**src/rtl/dds_sweep_ctrl.sv**
```systemverilog
// Frequency-sweep sequencer driving the DDS phase-increment AXI-Stream input.
// Steps an FCW from start to stop, holding each value for a set number of accepted beats.
module dds_sweep_ctrl #(
    parameter int unsigned FCW_W   = 32,
    parameter int unsigned DWELL_W = 16
) (
    input  logic               clk,
    input  logic               rst,
    input  logic               start,
    input  logic               abort,
    input  logic [1:0]         mode,
    input  logic [FCW_W-1:0]   fcw_start,
    input  logic [FCW_W-1:0]   fcw_stop,
    input  logic [FCW_W-1:0]   fcw_step,
    input  logic [DWELL_W-1:0] dwell,
    output logic               m_axis_phase_tvalid,
    output logic [FCW_W-1:0]   m_axis_phase_tdata,
    input  logic               m_axis_phase_tready,
    output logic               busy,
    output logic               done,
    output logic [FCW_W-1:0]   fcw_current
);

    typedef enum logic [1:0] {IDLE, UP, DOWN} state_t;

    localparam logic [1:0] M_SINGLE = 2'd0;
    localparam logic [1:0] M_SAW    = 2'd1;

    state_t             state;
    logic [1:0]         mode_r;
    logic [FCW_W-1:0]   start_r, stop_r, step_r;
    logic [DWELL_W-1:0] dwell_r, cnt;
    logic               abort_pend;

    logic               beat, step_end, degen, at_top, at_bottom;
    logic [DWELL_W:0]   cnt_inc;
    logic [FCW_W:0]     up_sum, dn_diff;
    logic [FCW_W-1:0]   up_next, dn_next;

    // Clamped next values; one extra bit keeps carry/borrow from wrapping.
    always_comb begin
        beat      = m_axis_phase_tvalid & m_axis_phase_tready;
        cnt_inc   = {1'b0, cnt} + (DWELL_W+1)'(1);
        step_end  = beat && (cnt_inc == {1'b0, dwell_r});
        degen     = (stop_r <= start_r) || (step_r == '0);
        at_top    = m_axis_phase_tdata >= stop_r;
        at_bottom = m_axis_phase_tdata <= start_r;
        up_sum    = {1'b0, m_axis_phase_tdata} + {1'b0, step_r};
        dn_diff   = {1'b0, m_axis_phase_tdata} - {1'b0, step_r};
        up_next   = (up_sum >= {1'b0, stop_r}) ? stop_r : up_sum[FCW_W-1:0];
        dn_next   = (dn_diff[FCW_W] || (dn_diff[FCW_W-1:0] <= start_r)) ?
                    start_r : dn_diff[FCW_W-1:0];
    end

    assign fcw_current = m_axis_phase_tdata;

    always_ff @(posedge clk or posedge rst) begin
        if (rst) begin
            state               <= IDLE;
            mode_r              <= '0;
            start_r             <= '0;
            stop_r              <= '0;
            step_r              <= '0;
            dwell_r             <= '0;
            cnt                 <= '0;
            abort_pend          <= 1'b0;
            m_axis_phase_tvalid <= 1'b0;
            m_axis_phase_tdata  <= '0;
            busy                <= 1'b0;
            done                <= 1'b0;
        end else begin
            done <= 1'b0;
            case (state)
                IDLE: begin
                    abort_pend <= 1'b0;
                    if (start) begin
                        mode_r              <= (mode == 2'd3) ? M_SINGLE : mode;
                        start_r             <= fcw_start;
                        stop_r              <= fcw_stop;
                        step_r              <= fcw_step;
                        dwell_r             <= (dwell == '0) ? DWELL_W'(1) : dwell;
                        cnt                 <= '0;
                        state               <= UP;
                        busy                <= 1'b1;
                        m_axis_phase_tvalid <= 1'b1;
                        m_axis_phase_tdata  <= fcw_start;
                    end
                end
                default: begin
                    if (beat && (abort || abort_pend)) begin
                        // Abort takes effect on an accepted beat so tvalid never drops unaccepted.
                        state               <= IDLE;
                        busy                <= 1'b0;
                        m_axis_phase_tvalid <= 1'b0;
                        abort_pend          <= 1'b0;
                        cnt                 <= '0;
                    end else begin
                        if (abort) abort_pend <= 1'b1;
                        if (beat) cnt <= step_end ? '0 : cnt_inc[DWELL_W-1:0];
                        if (step_end) begin
                            if (state == UP) begin
                                if (degen || at_top) begin
                                    if (mode_r == M_SINGLE) begin
                                        state               <= IDLE;
                                        busy                <= 1'b0;
                                        m_axis_phase_tvalid <= 1'b0;
                                        done                <= 1'b1;
                                    end else if (degen || (mode_r == M_SAW)) begin
                                        done               <= 1'b1;
                                        m_axis_phase_tdata <= start_r;
                                    end else begin
                                        state              <= DOWN;
                                        m_axis_phase_tdata <= dn_next;
                                    end
                                end else begin
                                    m_axis_phase_tdata <= up_next;
                                end
                            end else begin
                                if (at_bottom) begin
                                    done               <= 1'b1;
                                    state              <= UP;
                                    m_axis_phase_tdata <= up_next;
                                end else begin
                                    m_axis_phase_tdata <= dn_next;
                                end
                            end
                        end
                    end
                end
            endcase
        end
    end

endmodule
```
**config.mk**
```make
export PLATFORM = sky130hd
export DESIGN_NAME = dds_sweep_ctrl
export DESIGN_NICKNAME = d
export VERILOG_FILES = /design/src/rtl/dds_sweep_ctrl.sv
export SDC_FILE = /design/constraint.sdc
export NUM_CORES = 1
export LEC_CHECK = 0
export CORE_MARGIN = 2
export CORE_UTILIZATION = 40
export DETAILED_ROUTE_END_ITERATION = 10
export GPL_ROUTABILITY_DRIVEN = 1
export PLACE_DENSITY_LB_ADDON = 0.2
export SLEW_MARGIN = 20
export SYNTH_ARGS = -nofsm -noshare
export SYNTH_HDL_FRONTEND = slang
export SYNTH_SLANG_ARGS = --single-unit
```
**constraint.sdc**
```tcl
create_clock -name clk -period 8.15 [get_ports clk]
set_input_delay 0.815 -clock clk [delete_from_list [all_inputs] [get_ports clk]]
set_output_delay 0.815 -clock clk [all_outputs]
set_load 0.02 [all_outputs]
```
==> reports/metrics.csv, run 1 <==
metric,value,unit
drc,0,
start_util,40.8,%
viasPerCell,6.01,
finalCriticalPeriod,6.76,ns
clock_latency,0.48,ns
antenna_found_initial,1,
wl,59900,um
placedCellCount,2622,
yosys_warnings,0,
synth_async_sr_flop_share,100,%
hold_path_class,register to register,
wl_per_cell,22.6,um
arrival,7.12,ns
rsz0062_at_grt,no,
syn_avg_cell_area,8.08,um^2
cts_setup_buffers,0,
post-dp-hpwl,47400,um
power_density,92.8,nW/um^2
combPwrFrac,4.8,%
yosysSeqAreaShare,25.7,%
cts_sinks,167,
slew_violations,0,
synth_top_area_share,25.7,%
layout.nets,2462,
synth_cell_types,81,
area_delta_synth_final,16.0,%
p_switching,0.437,mW
port_buffers,185,
finalCritPeriodShare,82.9,%
crit_path_top_delay_cell,a2111oi_4,
cts_buffer_depth,2,
track_usage,28.3,%
synth-compound-area-share,24.0,%
synth_edf_count,0,
critPathCaptureType,register,
worst_pin_slew,1.08,ns
synthXorXnorAreaFrac,3.61,%
vdd_drop_max,0.0000890,V
synth_common_cells,"249 x nand2_1, 225 x ha_1, 216 x o21ai_0, 167 x dfrtp_1, 143 x inv_1",
num_vias,15943,
finalSetupViolations,0,
cts_buffers,17,
critPathLaunchType,register,
drtIter0Drc,1572,
setup_tns,0,ns
syn_area,16300,um^2
nFillCells,3921,
fmax,0.148,GHz
ant_nets,0,
rows,73,
post_cts_resized,0,
ys_ff_latch,167,
cts-root-buf,clkbuf_16,
finClkSkew,0.0166,ns
synth_fa_ha_area_share,17.5,%
worstPathCellList,inv_1 > ha_1 > inv_1 > fa_1 > a211oi_1 > o21ai_0 > o21ai_0 > a31oi_1 > a311oi_1 > ha_1 > and4_1 > nor4bb_1 > o221ai_1 > o311ai_0 > o211ai_1 > a2111oi_4 > buf_4 > mux2i_1 > o221ai_1 > mux2_2,
seq_area,4180,um^2
grt_pass1_vias,15117,
crit_required,8.51,ns
yosysMostFrequentCell,nand2_1,
synthMuxAreaShare,4.50,%
synth_top_cell_by_area,dfrtp_1,
path_clk_slew,0.08,ns
drive_gt1_share,4.75,%
maxCapViolations,0,
io-pin-count,186,
synth-simple-area-share,17.4,%
core_region_area,39900,um^2
relSlewSlack,27.9,%
multi_input_area,10900,um^2
htreeDepth,4,
finalWeightedCongestion,0.997,
n_antenna_cell,0,
reg2reg_depth,20,
syn_nets,2361,
die_w,206,um
whs_path_depth,2,
hold_viol_final,0,
p_sw_share,25.0,%
synth_top_family_by_area,compound AO/OA/AOI/OAI gates,
synthFlopType,dfrtp_1,
critical_path_class,register to register,
drtPass1Iterations,6,
grt_max_degree,93,
p_int,1.32,mW
syn_inst,2015,
gr-total-overflow,0,
stdcell_count,2653,
cts_tree,done,
die-area,42300,um^2
p_leak,8.53,nW
status,completed,
slowest_delay,0.88,ns
synth_top_cells_by_area,"dfrtp_1 26%, ha_1 17%, o21ai_0 6.6%",
die_h,206,um
ctsHoldBuffers,0,
grt_pass1_wl,90100,um
clkPwrFrac,47.9,%
cp_max_fo,14,
seqPwrFrac,47.3,%
==> through the flow <==
stage	cell area [um^2]	power, mW	setup WS (ns)	util [%]	hold slack (ns)
floorplan	16300	0.858	2.79	-	0.465
global placement	18300	0.929	1.74	45.9	0.487
detailed placement	18300	0.929	1.47	45.9	0.484
CTS	18900	1.76	1.46	47.3	0.511
global route	18900	1.80	0.936	47.3	0.549
finish	18900	1.75	1.39	47.3	0.509
==> layout by cell type (no fill, tap or decap), types with 12 or more instances in the layout <==
master	count
a31oi_1	14
o22ai_1	12
a211oi_1	31
nor2b_1	23
clkdlybuf4s50_1	185
o221ai_1	15
nand2b_1	15
clkbuf_16	17
nand2_1	249
nor2_1	124
o21ai_0	216
xnor2_1	51
ha_1	225
mux2_2	25
buf_4	17
a21o_1	21
o31ai_1	18
o21a_1	12
a21oi_1	135
nor4_1	24
o21bai_1	16
nor3_1	31
inv_1	142
xor2_1	16
nand4_1	34
mux2i_1	45
dfrtp_1	167
nand3_1	31
o211ai_1	28
a221oi_1	15
==> critical path, delay by kind of cell, from the launching register on <==
family	cells	cell delay (ns)
adders and majority gates	3	0.95
AOI/OAI and AO/OA	10	3.62
muxes	2	0.51
buffers and inverters	3	0.58
DFF	1	0.42
and+or+nand+nor	2	0.56
==> worst paths after layout <==
| path | end | from | slack, ns |
|---|---|---|---|
| setup reg to reg | fcw_current[8]$_DFFE_PP0P_ | fcw_current[0]$_DFFE_PP0P_ | 1.39 |
| hold / removal | dwell_r[11]$_DFFE_PP0P_ | dwell_r[11]$_DFFE_PP0P_ | 0.51 |
| hold reg to reg | dwell_r[11]$_DFFE_PP0P_ | dwell_r[11]$_DFFE_PP0P_ | 0.51 |
| max in group asynchronous | stop_r[2]$_DFFE_PP0P_ | rst | 5.98 |
| min in group asynchronous | cnt[14]$_DFFE_PP0P_ | rst | 0.91 |
| setup / recovery | fcw_current[8]$_DFFE_PP0P_ | fcw_current[0]$_DFFE_PP0P_ | 1.39 |
==> kinds of logic (layout without fill, tap and decap cells) <==
family,after synthesis,after routing
buf+inv,266,379
fa+ha+maj,227,227
compound gates,616,616
flops,167,167
xor+xnor,67,67
mux,70,70
simple gates,602,602
==> sequential cells by signal (all words and copies together) (netlist names) <==
signal,cells
abort_pend,1
busy,1
cnt,16
done,1
dwell_r,16
fcw_current,32
mode_r,2
start_r,32
state,2
step_r,32
stop_r,32
==> routing by layer <==
metal | vias up | wire length (um) | part of all wire (%) | GRT usage (%)
met4 | 2 | 1670 | 2.8 | 8.89
li1 | 7485 | - | - | -
met3 | 90 | 4370 | 7.3 | 4.50
met2 | 648 | 26700 | 44 | 44.1
met1 | 7718 | 27200 | 45 | 40.0
met5 | - | 12 | 0.020 | 0
==> power by group through the flow <==
stage / logic [mW] / registers, mW / clock network (mW)
3_5_place_dp: 0.0849 / 0.844 / 0
4_1_cts: 0.0856 / 0.828 / 0.850
3_3_place_gp: 0.0851 / 0.844 / 0
6_report: 0.0844 / 0.828 / 0.840
5_1_grt: 0.0909 / 0.828 / 0.879
2_1_floorplan: 0.0134 / 0.845 / 0
==> final cells by class <==
| type | count | area share [%] |
|---|---|---|
| timing repair buffer | 203 | 10.5 |
| multi-input combinational | 1582 | 57.9 |
| sequential | 167 | 22.1 |
| clock inverter | 13 | 0.709 |
| clock buffer | 18 | 2.33 |
| inverter | 145 | 2.91 |
| tap | 525 | 3.48 |
Power figures use the tool's default switching activity.
==> run 2: changes to the inputs <==
clock period = 6.9 ns   (was 8.15 ns; I/O delays follow)
==> run 2 against run 1 <==
Cell count rose by 1.4%. Worst hold slack better by 0.0063 ns. Routed wire length up 6.6%. First-iteration DRC count increased by 3.4%. Sequential share of layout area shrank 0.37 points. Sequential cell count unchanged. Critical path depth up 4. Power increased by 21%. Combinational power increased by 18%. Utilization is 0.81 points higher. Critical path type unchanged.
==> reports/metrics.csv, run 2 (synthesis results as in run 1) <==
metric,value,unit
status,completed,
area_delta_synth_final,18.0,%
path_buf_inv,5,
p_leak,8.74,nW
viasPerCell,6.01,
htreeDepth,4,
hold_viol_final,0,
path_delay_family,compound AO/OA/AOI/OAI gates,
layout_common_cells,"249 x nand2_1, 225 x ha_1, 214 x o21ai_0",
crit_top_cell,inv_1,
grt_max_degree,113,
track_usage,30.2,%
drc,0,
rows,73,
maxCapViolations,0,
worst_hold_slack,0.516,ns
relSlewSlack,23.8,%
placed_area,18600,um^2
n_antenna_cell,0,
fmax,0.154,GHz
power_density,110,nW/um^2
finalCritPeriodShare,94.2,%
final_util,48.1,%
pre_cts_ws,0.547,ns
drtPass1Iterations,5,
nFillCells,3901,
io-pin-count,186,
cts_sinks,167,
crit_cells,24,
arrival,6.86,ns
finClkSkew,0.0106,ns
ant_nets,0,
ctsHoldBuffers,0,
drive_gt1_share,6.33,%
clock_latency,0.46,ns
wl_per_cell,23.8,um
cts_tree,done,
layout.nets,2499,
grt_pass1_wl,94700,um
cts-root-buf,clkbuf_16,
path_clk_slew,0.07,ns
timing.rr.start,fcw_current[0]$_DFFE_PP0P_,
antenna_found_initial,0,
post_cts_resized,0,
cp_max_fo,23,
reg2reg_setup_slack,0.40,ns
post-dp-hpwl,50700,um
wl,63900,um
num_vias,16166,
drtIter0Drc,1626,
seq_area,4180,um^2
finalCriticalPeriod,6.50,ns
critPathCaptureType,register,
worstPathCellList,inv_1 > ha_1 > inv_1 > fa_1 > a211oi_1 > o21ai_0 > o21ai_0 > buf_4 > a31oi_1 > nor2_1 > a21oi_1 > xor2_1 > ha_1 > nand4_1 > nor4bb_1 > o221ai_1 > o311ai_0 > o211ai_1 > nor2_4 > buf_4 > inv_1 > o21bai_1 > a222oi_1 > o211ai_1,
hold_path_class,register to register,
slew_violations,0,
total_power,2.12,mW
port_buffers,185,
final_cell_area,19200,um^2
worstReg2RegEnd,fcw_current[10]$_DFFE_PP0P_,
placedCellCount,2659,
gr-total-overflow,0,
worst_pin_slew,1.13,ns
final_common_cell,nand2_1,
crit_path_top_delay_cell,o21bai_1,
cts_buffers,17,
slowest_delay,0.51,ns
die_w,206,um
die_h,206,um
cts_setup_buffers,0,
rsz0062_at_grt,no,
multi_input_area,10900,um^2
cts_buffer_depth,2,
start_util,40.8,%
worstSetupStartpoint,fcw_current[0]$_DFFE_PP0P_,
stdcell_count,2690,
crit_required,7.26,ns
grt_pass1_vias,15224,
die-area,42300,um^2
crit_path_end,fcw_current[10]$_DFFE_PP0P_,
fin_ws,0.401,ns
finalWeightedCongestion,0.989,
reg2reg_depth,24,
finalSetupViolations,0,
setup_tns,0,ns
critical_path_class,register to register,
critPathLaunchType,register,
vdd_drop_max,0.000143,V
core_region_area,39900,um^2
[run 2: cell type report]
class                   instances  share of cell area, %
clock buffers                  20                   2.38
clock inverters                11                  0.769
inverters                     145                   2.86
multi-input cells            1582                   57.0
flip-flops and latches        167                   21.8
well taps                     525                   3.42
repair buffers                240                   11.9
[run 2: worst min-delay path by stage]
stage                     cells past startpoint                      end  slack (ns)                    start
final                                         2   dwell_r[3]$_DFFE_PP0P_        0.52   dwell_r[3]$_DFFE_PP0P_
after global routing                          2   dwell_r[4]$_DFFE_PP0P_        0.54   dwell_r[4]$_DFFE_PP0P_
after CTS                                     2   abort_pend$_DFFE_PP0P_        0.52   abort_pend$_DFFE_PP0P_
after detailed placement                      2   dwell_r[6]$_DFFE_PP0P_        0.49   dwell_r[6]$_DFFE_PP0P_
after global placement                        2  dwell_r[13]$_DFFE_PP0P_        0.49  dwell_r[13]$_DFFE_PP0P_
after floorplan                               2  dwell_r[14]$_DFFE_PP0P_        0.47  dwell_r[14]$_DFFE_PP0P_
[run 2: tightest hold or removal path, stage by stage (launching register included)]
cell and delay (ns):
dfrtp_1 0.37, nand2_1 0.06, nand2_1 0.06
[run 2: power breakdown]
part / total [mW] / switching [mW] / internal [mW]
registers: 0.978 / 0.00000000000000000582 / 0.978
clock network: 1.04 / 0.454 / 0.588
logic: 0.0998 / 0.0392 / 0.0606
[run 2: routing by layer]
metal	vias to the layer above	share of wire, %	global-route usage [%]
li1	7543	-	-
met1	7794	46	44.0
met2	739	42	44.2
met3	90	8.7	5.43
met4	0	3.5	10.6
met5	-	0	0
